[config.mk]
export PLATFORM = sky130hd
export DESIGN_NAME = ram_port_arbiter
export DESIGN_NICKNAME = d
export VERILOG_FILES = /design/src/rtl/ram_port_arbiter.sv
export SDC_FILE = /design/constraint.sdc
export NUM_CORES = 1
export LEC_CHECK = 0
export CORE_UTILIZATION = 43
export DETAILED_ROUTE_END_ITERATION = 10
export PLACE_DENSITY = 0.95
export SYNTH_ARGS = -nofsm -noshare
export SYNTH_HDL_FRONTEND = slang
export SYNTH_SLANG_ARGS = --single-unit
[constraint.sdc]
create_clock -name clk -period 3.5 [get_ports clk]
set_clock_uncertainty 0.05 [all_clocks]
set_input_delay 0.875 -clock clk [delete_from_list [all_inputs] [get_ports clk]]
set_output_delay 0.875 -clock clk [all_outputs]
set_load 0.02 [all_outputs]
[src/rtl/ram_port_arbiter.sv]
// ---------------------------------------------------------------------------
// ram_port_arbiter
//
// Shares one single-port RAM between two requesters (A and B). Each requester
// raises req with a stable wr/add/din and holds it until its one-cycle ack.
// A four-state FSM serialises the traffic so that only one RAM access is ever
// in flight. When both requesters contend, round-robin arbitration picks the
// one that was not granted last.
//
// Transaction timing (cycle 0 = the edge where IDLE samples the request):
//   write : ACCESS -> RESP -> IDLE        (ack 2 cycles after req sampled)
//   read  : ACCESS -> WAIT -> RESP -> IDLE (ack 3 cycles after req sampled)
//
// Ports
//   clk            in   system clock, rising edge
//   rst            in   asynchronous active-high reset
//   a_req / b_req  in   transaction request, held until ack
//   a_wr  / b_wr   in   1 = write, 0 = read
//   a_add / b_add  in   RAM address
//   a_din / b_din  in   write data
//   a_ack / b_ack  out  one-cycle transaction-complete pulse
//   rdata          out  last read data (valid with a read's ack, then held)
//   busy           out  high whenever the FSM is not IDLE
//   ram_en         out  RAM enable (only in ACCESS)
//   ram_wr         out  RAM write strobe
//   ram_add        out  RAM address
//   ram_din        out  RAM write data
//   ram_dout       in   RAM read data, registered inside the RAM
// ---------------------------------------------------------------------------
module ram_port_arbiter #(
    parameter int DATA_W = 8,
    parameter int ADDR_W = 3
) (
    input  logic              clk,
    input  logic              rst,
    input  logic              a_req,
    input  logic              a_wr,
    input  logic [ADDR_W-1:0] a_add,
    input  logic [DATA_W-1:0] a_din,
    input  logic              b_req,
    input  logic              b_wr,
    input  logic [ADDR_W-1:0] b_add,
    input  logic [DATA_W-1:0] b_din,
    output logic              a_ack,
    output logic              b_ack,
    output logic [DATA_W-1:0] rdata,
    output logic              busy,
    output logic              ram_en,
    output logic              ram_wr,
    output logic [ADDR_W-1:0] ram_add,
    output logic [DATA_W-1:0] ram_din,
    input  logic [DATA_W-1:0] ram_dout
);

    typedef enum logic [1:0] {
        S_IDLE   = 2'd0,
        S_ACCESS = 2'd1,
        S_WAIT   = 2'd2,
        S_RESP   = 2'd3
    } state_t;

    // Requester encoding used by owner and last_grant: 0 = A, 1 = B.
    localparam logic REQ_A = 1'b0;
    localparam logic REQ_B = 1'b1;

    state_t              state_q, state_d;
    logic                owner_q, owner_d;
    logic                last_grant_q, last_grant_d;
    logic                wr_q, wr_d;
    logic [ADDR_W-1:0]   add_q, add_d;
    logic [DATA_W-1:0]   din_q, din_d;
    logic [DATA_W-1:0]   rdata_q, rdata_d;

    // B wins when it is the only requester, or when both request and A was
    // the one granted last. Otherwise A wins (including the idle case, where
    // the result is unused).
    logic grant_b;
    assign grant_b = b_req && (!a_req || (last_grant_q == REQ_A));

    // -----------------------------------------------------------------------
    // Next-state and datapath capture
    // -----------------------------------------------------------------------
    always_comb begin
        state_d      = state_q;
        owner_d      = owner_q;
        last_grant_d = last_grant_q;
        wr_d         = wr_q;
        add_d        = add_q;
        din_d        = din_q;
        rdata_d      = rdata_q;

        case (state_q)
            S_IDLE: begin
                // The request is only looked at here; address/data changes
                // or dropped requests later in the transaction are ignored.
                if (a_req || b_req) begin
                    owner_d      = grant_b ? REQ_B : REQ_A;
                    last_grant_d = grant_b ? REQ_B : REQ_A;
                    wr_d         = grant_b ? b_wr  : a_wr;
                    add_d        = grant_b ? b_add : a_add;
                    din_d        = grant_b ? b_din : a_din;
                    state_d      = S_ACCESS;
                end
            end
            S_ACCESS: begin
                state_d = wr_q ? S_RESP : S_WAIT;
            end
            S_WAIT: begin
                // The RAM registered the read at the ACCESS edge, so its
                // output is valid throughout WAIT.
                rdata_d = ram_dout;
                state_d = S_RESP;
            end
            S_RESP: begin
                state_d = S_IDLE;
            end
            default: begin
                state_d = S_IDLE;
            end
        endcase
    end

    // -----------------------------------------------------------------------
    // State register
    // -----------------------------------------------------------------------
    always_ff @(posedge clk or posedge rst) begin
        if (rst) begin
            state_q      <= S_IDLE;
            owner_q      <= REQ_A;
            // Start as if B was granted last so A wins the first contention.
            last_grant_q <= REQ_B;
            wr_q         <= 1'b0;
            add_q        <= '0;
            din_q        <= '0;
            rdata_q      <= '0;
        end else begin
            state_q      <= state_d;
            owner_q      <= owner_d;
            last_grant_q <= last_grant_d;
            wr_q         <= wr_d;
            add_q        <= add_d;
            din_q        <= din_d;
            rdata_q      <= rdata_d;
        end
    end

    // -----------------------------------------------------------------------
    // Outputs (decoded from the registered state, so reset clears them
    // in the same cycle it is asserted)
    // -----------------------------------------------------------------------
    always_comb begin
        ram_en  = 1'b0;
        ram_wr  = 1'b0;
        ram_add = '0;
        ram_din = '0;
        a_ack   = 1'b0;
        b_ack   = 1'b0;

        case (state_q)
            S_ACCESS: begin
                ram_en  = 1'b1;
                ram_wr  = wr_q;
                ram_add = add_q;
                ram_din = din_q;
            end
            S_RESP: begin
                a_ack = (owner_q == REQ_A);
                b_ack = (owner_q == REQ_B);
            end
            default: begin
            end
        endcase
    end

    assign busy  = (state_q != S_IDLE);
    assign rdata = rdata_q;

endmodule

==> results of run 1 <==
registers in the layout (all words and copies together), names as in the netlist:
name	cells
state_q	2
last_grant_q	1
rdata	8
add_q	3
din_q	8
wr_q	1
owner_q	1
area by class of cell:
class	count	area, µm²
fill	219	872
sequential	24	602
timing repair buffer	59	591
multi-input combinational	88	579
tap	31	38.8
clock buffer	4	36.3
inverter	4	15.0
power breakdown:
group	switching, mW	internal (mW)	total, mW
combinational	0.485	0.462	0.948
sequential	0.0870	0.424	0.512
clock	0.0878	0.0637	0.151
critical path, stage by stage (launching register included):
cell             delay (ns)
dfrtp_1                0.46
inv_1                  0.10
ha_1                   0.40
and2_1                 0.21
clkdlybuf4s50_1        0.61
kinds of logic (layout without fill, tap and decap cells):
group	after synthesis	after routing
multiplexers	9	9
AND/OR/NAND/NOR	42	42
buffers and inverters	11	67
adder cells (fa/ha/maj)	4	4
AO/OA/AOI/OAI	33	33
flip-flops	24	24
worst paths after layout:
check                                             to  slack [ns]
worst min-delay path            din_q[0]$_DFFE_PP0P_        0.48
worst max register to register  din_q[4]$_DFFE_PP0P_        1.75
max in group asynchronous       add_q[0]$_DFFE_PP0P_        1.85
worst max-delay path                      ram_add[1]        0.46
worst min register to register  din_q[0]$_DFFE_PP0P_        0.48
min in group asynchronous       rdata[0]$_DFFE_PP0N_        0.98
routing by layer:
metal / vias to the layer above / track usage, %
li1: 520 / -
met1: 536 / 28.8
met2: 60 / 41.7
met3: 5 / 4.19
met4: 0 / 7.14
met5: - / 0
Yosys cell counts:
cell type,n,area (µm²)
buf_6,1,11.3
a21oi_1,13,65.1
dfrtp_1,23,576
clkbuf_1,1,3.75
o21a_1,1,7.51
a21oi_2,12,105
a211oi_1,1,7.51
and2_1,13,81.3
nor2_1,13,48.8
a21bo_2,1,10.0
buf_4,2,15.0
mux2_2,9,101
nor2b_1,1,6.26
a31oi_1,2,12.5
o21ai_2,1,8.76
o21ai_1,1,5.00
and3_1,1,6.26
inv_1,4,15.0
dfstp_2,1,26.3
buf_2,2,10.0
ha_1,4,50.1
a21boi_2,1,11.3
clkbuf_2,1,5.00
nand2_1,14,52.6
per-stage QoR:
step / cell area (µm²) / hold WS [ns]
3_3_place_gp: 1830 / 0.436
2_1_floorplan: 1240 / 0.419
4_1_cts: 1860 / 0.478
5_1_grt: 1860 / 0.500
6_report: 1860 / 0.477
3_5_place_dp: 1830 / 0.448
==> impl_metrics.yaml, run 1 <==
status:
  status: "finished, final reports clean"
pwr:
  fin_total_pwr_mw: 1.61
  leakagePower_nw: 0.773
  ir_drop_v: 0.000590
  p_per_area_nw_per_um2: 865
yosys:
  synth_seq_cells: 24
  ys.warnings.count: 0
  synth_xor_xnor_area_share_pct: 0
  syn_area_um2: 1240
  yosys.area_share.adder_pct: 4.03
  synthSimpleGateAreaFrac_pct: 15.7
  syn_inst: 123
  synthDistinctLibCells: 24
  ys_seq_area_share_pct: 48.5
  synthMuxAreaShare_pct: 8.17
  synth_compound_area_share_pct: 18.7
  synth_top_family_by_area: "compound AO/OA/AOI/OAI gates"
  synth.avg_cell_area_um2: 10.1
  synthesis.nets: 163
sta:
  fin_crit_sh_pct: 86.8
  fin_ws_ns: 0.463
  max_freq_ghz: 0.329
  fin_setup_tns_ns: 0
  slew_headroom_pct: 38.9
  worst_slew_pin_slew_ns: 0.915
  fin_crit_ns: 3.04
  setup_viol: 0
  drv_slew: 0
  hold_viol_final: 0
  rsz0062_at_grt: "no"
clock_tree:
  h-tree-depth: 1
  numClockSinks: 24
  postCtsHoldBufs: 0
  clkLatencyLatePin_ns: 0.33
  clockBufferDepth: 2
  cts_resized: 0
  root_buffer: "clkbuf_4"
  cts_made_buffers: 3
  cts_setup_buffers: 0
  path_clk_slew_ns: 0.14
  cts_tree: "built"
drt:
  wl_met3_um: 229
  wl_per_cell_um: 15.8
  top_layer_used: "met4"
  num_vias: 1121
  wl_met2_um: 1710
  wl_um: 3310
  first_iter_violations: 33
  met1Wirelength_um: 1330
  drtAntennaViolNets: 0
  dr.pass1.iters: 4
  drc: 0
  via_per_inst: 5.34
worst_setup_path:
  required_ns: 2.57
  cp-start-kind: "register"
  arrival_ns: 2.11
  worstPathMaxFanout: 14
  cp-startpoint: "state_q[1]$_DFFE_PP0P_"
  reg2regPathDepth: 5
  timing.rr.start: "state_q[0]$_DFFE_PP0P_"
  critPathCaptureType: "output port"
  worstSetupPathType: "reg -> out"
worst_hold_path:
  hp-start: "din_q[0]$_DFFE_PP0P_"
  hp-class: "reg -> reg"
  hold_depth: 2
finish:
  antennaDiodeCount: 0
  num-nets-final: 220
  drive_gt1_share_pct: 16.2
  syn2layout_area_growth_pct: 50.0
  fin_cells: 210
  final_common_cell: "clkdlybuf4s50_1"
  final_util_pct: 68.1
  mostFrequentLayoutCells: "59 x clkdlybuf4s50_1, 23 x dfrtp_1, 14 x nand2_1"
placed_design:
  portBuffers: 59
  hpwl_um: 2550
  pre_cts_slack_ns: 0.870
  dp.cells: 206
  gp_congestion: 0.811
die:
  die_x_um: 55.7
  dieArea_um2: 3110
  initial_core_util_pct: 45.4
  fp-row-count: 19
  coreArea_um2: 2730
  ios: 60
  die_h_um: 55.7
grt:
  grt_pass1_vias: 1172
  track_usage_pct: 23.4
  grt_start_max_net_pins: 25
  grt_pass1_wl_um: 5570
  grt-ovfl-total: 0
  antenna_found_initial: 0
flow_run:
  drv_cap: 0
(Power assumes the default switching activity.)
==> run 2: changes to the inputs <==
- CORE_ASPECT_RATIO: not set -> 1.4
- CORE_MARGIN: not set -> 4
==> impl_metrics.yaml, run 2 (synthesis results as in run 1) <==
clock_tree:
  path_clk_slew_ns: 0.13
  root_buffer: "clkbuf_4"
  cts_tree: "built"
  postCtsHoldBufs: 0
  clockBufferDepth: 2
  cts_resized: 0
  clkLatencyLatePin_ns: 0.32
  numClockSinks: 24
  cts_made_buffers: 3
  cts_setup_buffers: 0
  h-tree-depth: 1
finish:
  fin_area_um2: 1870
  num-nets-final: 220
  syn2layout_area_growth_pct: 50.5
  fillerInstances: 206
  drive_gt1_share_pct: 16.2
  mostFrequentLayoutCells: "59 x clkdlybuf4s50_1, 23 x dfrtp_1, 14 x nand2_1"
  final_common_cell: "clkdlybuf4s50_1"
  antennaDiodeCount: 0
worst_setup_path:
  cp-start-kind: "register"
  critical_path.max_stage_delay_ns: 0.61
  cp_top_family: "buffers and inverters"
  required_ns: 2.57
  worstPathMaxFanout: 14
  timing.critical_path.to: "ram_add[1]"
  critPathCaptureType: "output port"
  cp_num_buf_inv: 2
  timing.rr.start: "state_q[0]$_DFFE_PP0P_"
  r2r_slack_ns: 1.80
  worstSetupPathType: "reg -> out"
  crit_cells: 4
  arrival_ns: 2.12
  crit_chain: "inv_1 -> ha_1 -> and2_1 -> clkdlybuf4s50_1"
  reg2regPathDepth: 5
  cp-startpoint: "state_q[1]$_DFFE_PP0P_"
  cpMaxStageDelayCell: "clkdlybuf4s50_1"
  r2r_end: "din_q[7]$_DFFE_PP0P_"
placed_design:
  place_area_um2: 1830
  hpwl_um: 2450
  pre_cts_slack_ns: 0.820
  gp_congestion: 0.732
  portBuffers: 59
grt:
  grt_pass1_wl_um: 4940
  grt_pass1_vias: 1127
  track_usage_pct: 17.6
  antenna_found_initial: 0
  grt_start_max_net_pins: 25
  grt-ovfl-total: 0
die:
  dieArea_um2: 3820
  fp-row-count: 22
  die_x_um: 53.4
  die_h_um: 71.6
  initial_core_util_pct: 46.0
  coreArea_um2: 2700
  ios: 60
pwr:
  p_per_area_nw_per_um2: 850
  seq_power_share_pct: 31.8
  p_sw_uw: 638
  leakagePower_nw: 0.773
  clkPwrFrac_pct: 9.3
  p_comb_share_pct: 58.9
  p_sw_share_pct: 40.2
  p_int_uw: 950
  ir_drop_v: 0.000483
sta:
  drv_slew: 0
  fin_ws_ns: 0.455
  worst_slew_pin_slew_ns: 0.904
  fin_setup_tns_ns: 0
  rsz0062_at_grt: "no"
  slew_headroom_pct: 39.7
  max_freq_ghz: 0.328
  hold_viol_final: 0
  setup_viol: 0
  fin_crit_ns: 3.04
  fin_crit_sh_pct: 87.0
drt:
  dr.pass1.iters: 4
  drtAntennaViolNets: 0
  first_iter_violations: 21
  num_vias: 1096
  via_per_inst: 5.10
  wl_per_cell_um: 14.6
  wl_um: 3130
  drc: 0
flow_run:
  drv_cap: 0
worst_hold_path:
  hp-class: "reg -> reg"
status:
  status: "finished, final reports clean"
## run 2: cell counts in the layout (fill, tap and decap cells not counted)
Identical to the previous run, type by type.
## run 2: worst min path at each step
stage	startpoint	endpoint	slack, ns	cells past startpoint
floorplan	owner_q$_DFFE_PP0P_	owner_q$_DFFE_PP0P_	0.42	2
global placement	owner_q$_DFFE_PP0P_	owner_q$_DFFE_PP0P_	0.43	2
detailed placement	rdata[2]$_DFFE_PP0N_	rdata[2]$_DFFE_PP0N_	0.45	1
CTS	rdata[4]$_DFFE_PP0N_	rdata[4]$_DFFE_PP0N_	0.48	1
global route	rdata[6]$_DFFE_PP0N_	rdata[6]$_DFFE_PP0N_	0.49	1
finish	rdata[2]$_DFFE_PP0N_	rdata[2]$_DFFE_PP0N_	0.47	1
## run 2: layout make-up
| class | instances | area (µm²) | share of cell area (%) |
|---|---|---|---|
| Sequential cell | 24 | 602 | 32.2 |
| Tap cell | 36 | 45.0 | 2.41 |
| Inverter | 4 | 15.0 | 0.804 |
| Clock buffer | 4 | 36.3 | 1.94 |
| Multi-Input combinational cell | 88 | 579 | 31.0 |
| Timing Repair Buffer | 59 | 591 | 31.6 |
## run 2: power groups by stage
stage / Combinational, mW / Clock (mW) / Sequential (mW)
floorplan: 0.534 / 0 / 0.554
global placement: 0.917 / 0 / 0.500
detailed placement: 0.947 / 0 / 0.512
CTS: 0.949 / 0.152 / 0.504
global route: 1.02 / 0.159 / 0.521
finish: 0.936 / 0.147 / 0.505
## run 2: per-stage QoR
step           util, %  cells  hold slack, ns  power [mW]
2_1_floorplan        -    123           0.419        1.09
3_3_place_gp      67.9    211           0.434        1.42
3_5_place_dp      67.9    211           0.445        1.46
4_1_cts           69.2    215           0.475        1.60
5_1_grt           69.2    215           0.492        1.70
6_report          69.2    215           0.468        1.59
## run 2: per-layer routing
layer  vias to the layer above  wire length [µm]  track usage, %
met5                         -                 0               0
met1                       517              1140            17.4
met3                         8               224            2.08
li1                        523                 -               -
met4                         0               103            11.9
met2                        48              1670            32.5
==> run 3: changes to the inputs <==
- CAP_MARGIN: not set -> 20
- CORE_UTILIZATION: 43 -> 40
- PLACE_DENSITY: 0.95 -> 0.9
- clock period: 3.5 -> 3.31 ns (I/O delays scaled with it)
==> impl_metrics.yaml, run 3 (synthesis results as in run 1) <==
pwr:
  seq_power_share_pct: 31.0
  ir_drop_v: 0.000471
  p_per_area_nw_per_um2: 917
  p_comb_share_pct: 57.6
  p_int_mw: 1.05
  leakagePower_nw: 0.781
  p_sw_uw: 686
  fin_total_pwr_mw: 1.73
  clkPwrFrac_pct: 11.5
  p_sw_share_pct: 39.6
finish:
  final_common_cell: "clkdlybuf4s50_1"
  mostFrequentLayoutCells: "59 x clkdlybuf4s50_1, 23 x dfrtp_1, 14 x nand2_1"
  antennaDiodeCount: 0
  num-nets-final: 220
  drive_gt1_share_pct: 16.2
  syn2layout_area_growth_pct: 52.1
drt:
  first_iter_violations: 13
  drtAntennaViolNets: 0
  wl_per_cell_um: 15.2
  wl_um: 3290
  dr.pass1.iters: 4
  num_vias: 1074
  drc: 0
  via_per_inst: 4.97
die:
  die_h_um: 73.9
  ios: 60
  dieArea_um2: 4070
  fp-row-count: 23
  initial_core_util_pct: 42.3
  die_x_um: 55.1
  coreArea_um2: 2940
flow_run:
  drv_cap: 0
clock_tree:
  postCtsHoldBufs: 0
  clkLatencyLatePin_ns: 0.27
  cts_setup_buffers: 0
  clockBufferDepth: 2
  cts_resized: 0
  cts_made_buffers: 3
  root_buffer: "clkbuf_8"
  cts_tree: "built"
  numClockSinks: 24
  h-tree-depth: 1
  path_clk_slew_ns: 0.08
worst_setup_path:
  required_ns: 2.43
  arrival_ns: 2.02
  cp-start-kind: "register"
  reg2regPathDepth: 5
  critPathCaptureType: "output port"
  worstPathMaxFanout: 14
  worstSetupPathType: "reg -> out"
grt:
  antenna_found_initial: 0
  grt_start_max_net_pins: 25
  grt_pass1_wl_um: 4930
  track_usage_pct: 16.9
  grt_pass1_vias: 1095
  grt-ovfl-total: 0
sta:
  rsz0062_at_grt: "no"
  hold_viol_final: 0
  fin_setup_tns_ns: 0
  setup_viol: 0
  fin_crit_ns: 2.89
  worst_slew_pin_slew_ns: 0.895
  fin_crit_sh_pct: 87.4
  slew_headroom_pct: 40.3
  max_freq_ghz: 0.346
  drv_slew: 0
worst_hold_path:
  hp-class: "reg -> reg"
  hold_depth: 1
placed_design:
  hpwl_um: 2590
  gp_congestion: 0.753
  portBuffers: 59
status:
  status: "finished, final reports clean"
## run 3: changes by cell type in the layout (fill, tap and decap cells not counted)
cell,before,now
clkbuf_4,3,0
clkbuf_8,1,4
## run 3: final timing paths
kind                       slack [ns]                    to                    from
max                              0.42            ram_din[0]  state_q[1]$_DFFE_PP0P_
min                              0.46  rdata[6]$_DFFE_PP0N_    rdata[6]$_DFFE_PP0N_
max reg2reg                      1.64  add_q[0]$_DFFE_PP0P_  state_q[0]$_DFFE_PP0P_
min reg2reg                      0.46  rdata[6]$_DFFE_PP0N_    rdata[6]$_DFFE_PP0N_
max in group asynchronous        1.67  rdata[0]$_DFFE_PP0N_                     rst
min in group asynchronous        0.99  add_q[2]$_DFFE_PP0P_                     rst
## run 3: per-layer routing
metal / wire (µm) / vias to the layer above / share of wire, % / GRT usage, %
met3: 226 / 5 / 6.9 / 2.64
met5: 0 / - / 0 / 0
met2: 1810 / 44 / 55 / 30.5
met1: 1190 / 507 / 36 / 18.1
li1: - / 518 / - / -
met4: 59 / 0 / 1.8 / 8.65
## run 3: layout make-up
| type | count | area [µm²] |
|---|---|---|
| Tap cell | 37 | 46.3 |
| Inverter | 4 | 15.0 |
| Multi-Input combinational cell | 88 | 579 |
| Fill cell | 247 | 1050 |
| Clock buffer | 4 | 55.1 |
| Sequential cell | 24 | 602 |
| Timing Repair Buffer | 59 | 591 |
## run 3: metrics by stage
stage          worst slack, ns  area (µm²)  utilization [%]  instances  hold WS (ns)
6_report                 0.416        1890             64.3        216         0.457
5_1_grt                  0.270        1890             64.3        216         0.467
4_1_cts                  0.421        1890             64.3        216         0.464
3_5_place_dp             0.734        1830             62.4        212         0.444
3_3_place_gp             0.765        1830             62.4        212         0.438
2_1_floorplan             1.18        1240                -        123         0.419
## run 3: worst max-delay path: stages, from the launching register on
cell and delay (ns):
dfrtp_1 0.44, inv_1 0.10, ha_1 0.39, and2_1 0.19
clkdlybuf4s50_1 0.62
## run 3: power by group through the flow
stage               logic [mW]  clock network [mW]  registers [mW]
finish                   0.997               0.199           0.537
detailed placement        1.01                   0           0.543
floorplan                0.565                   0           0.585
CTS                       1.01               0.207           0.537
global route              1.08               0.214           0.553
global placement         0.971                   0           0.529
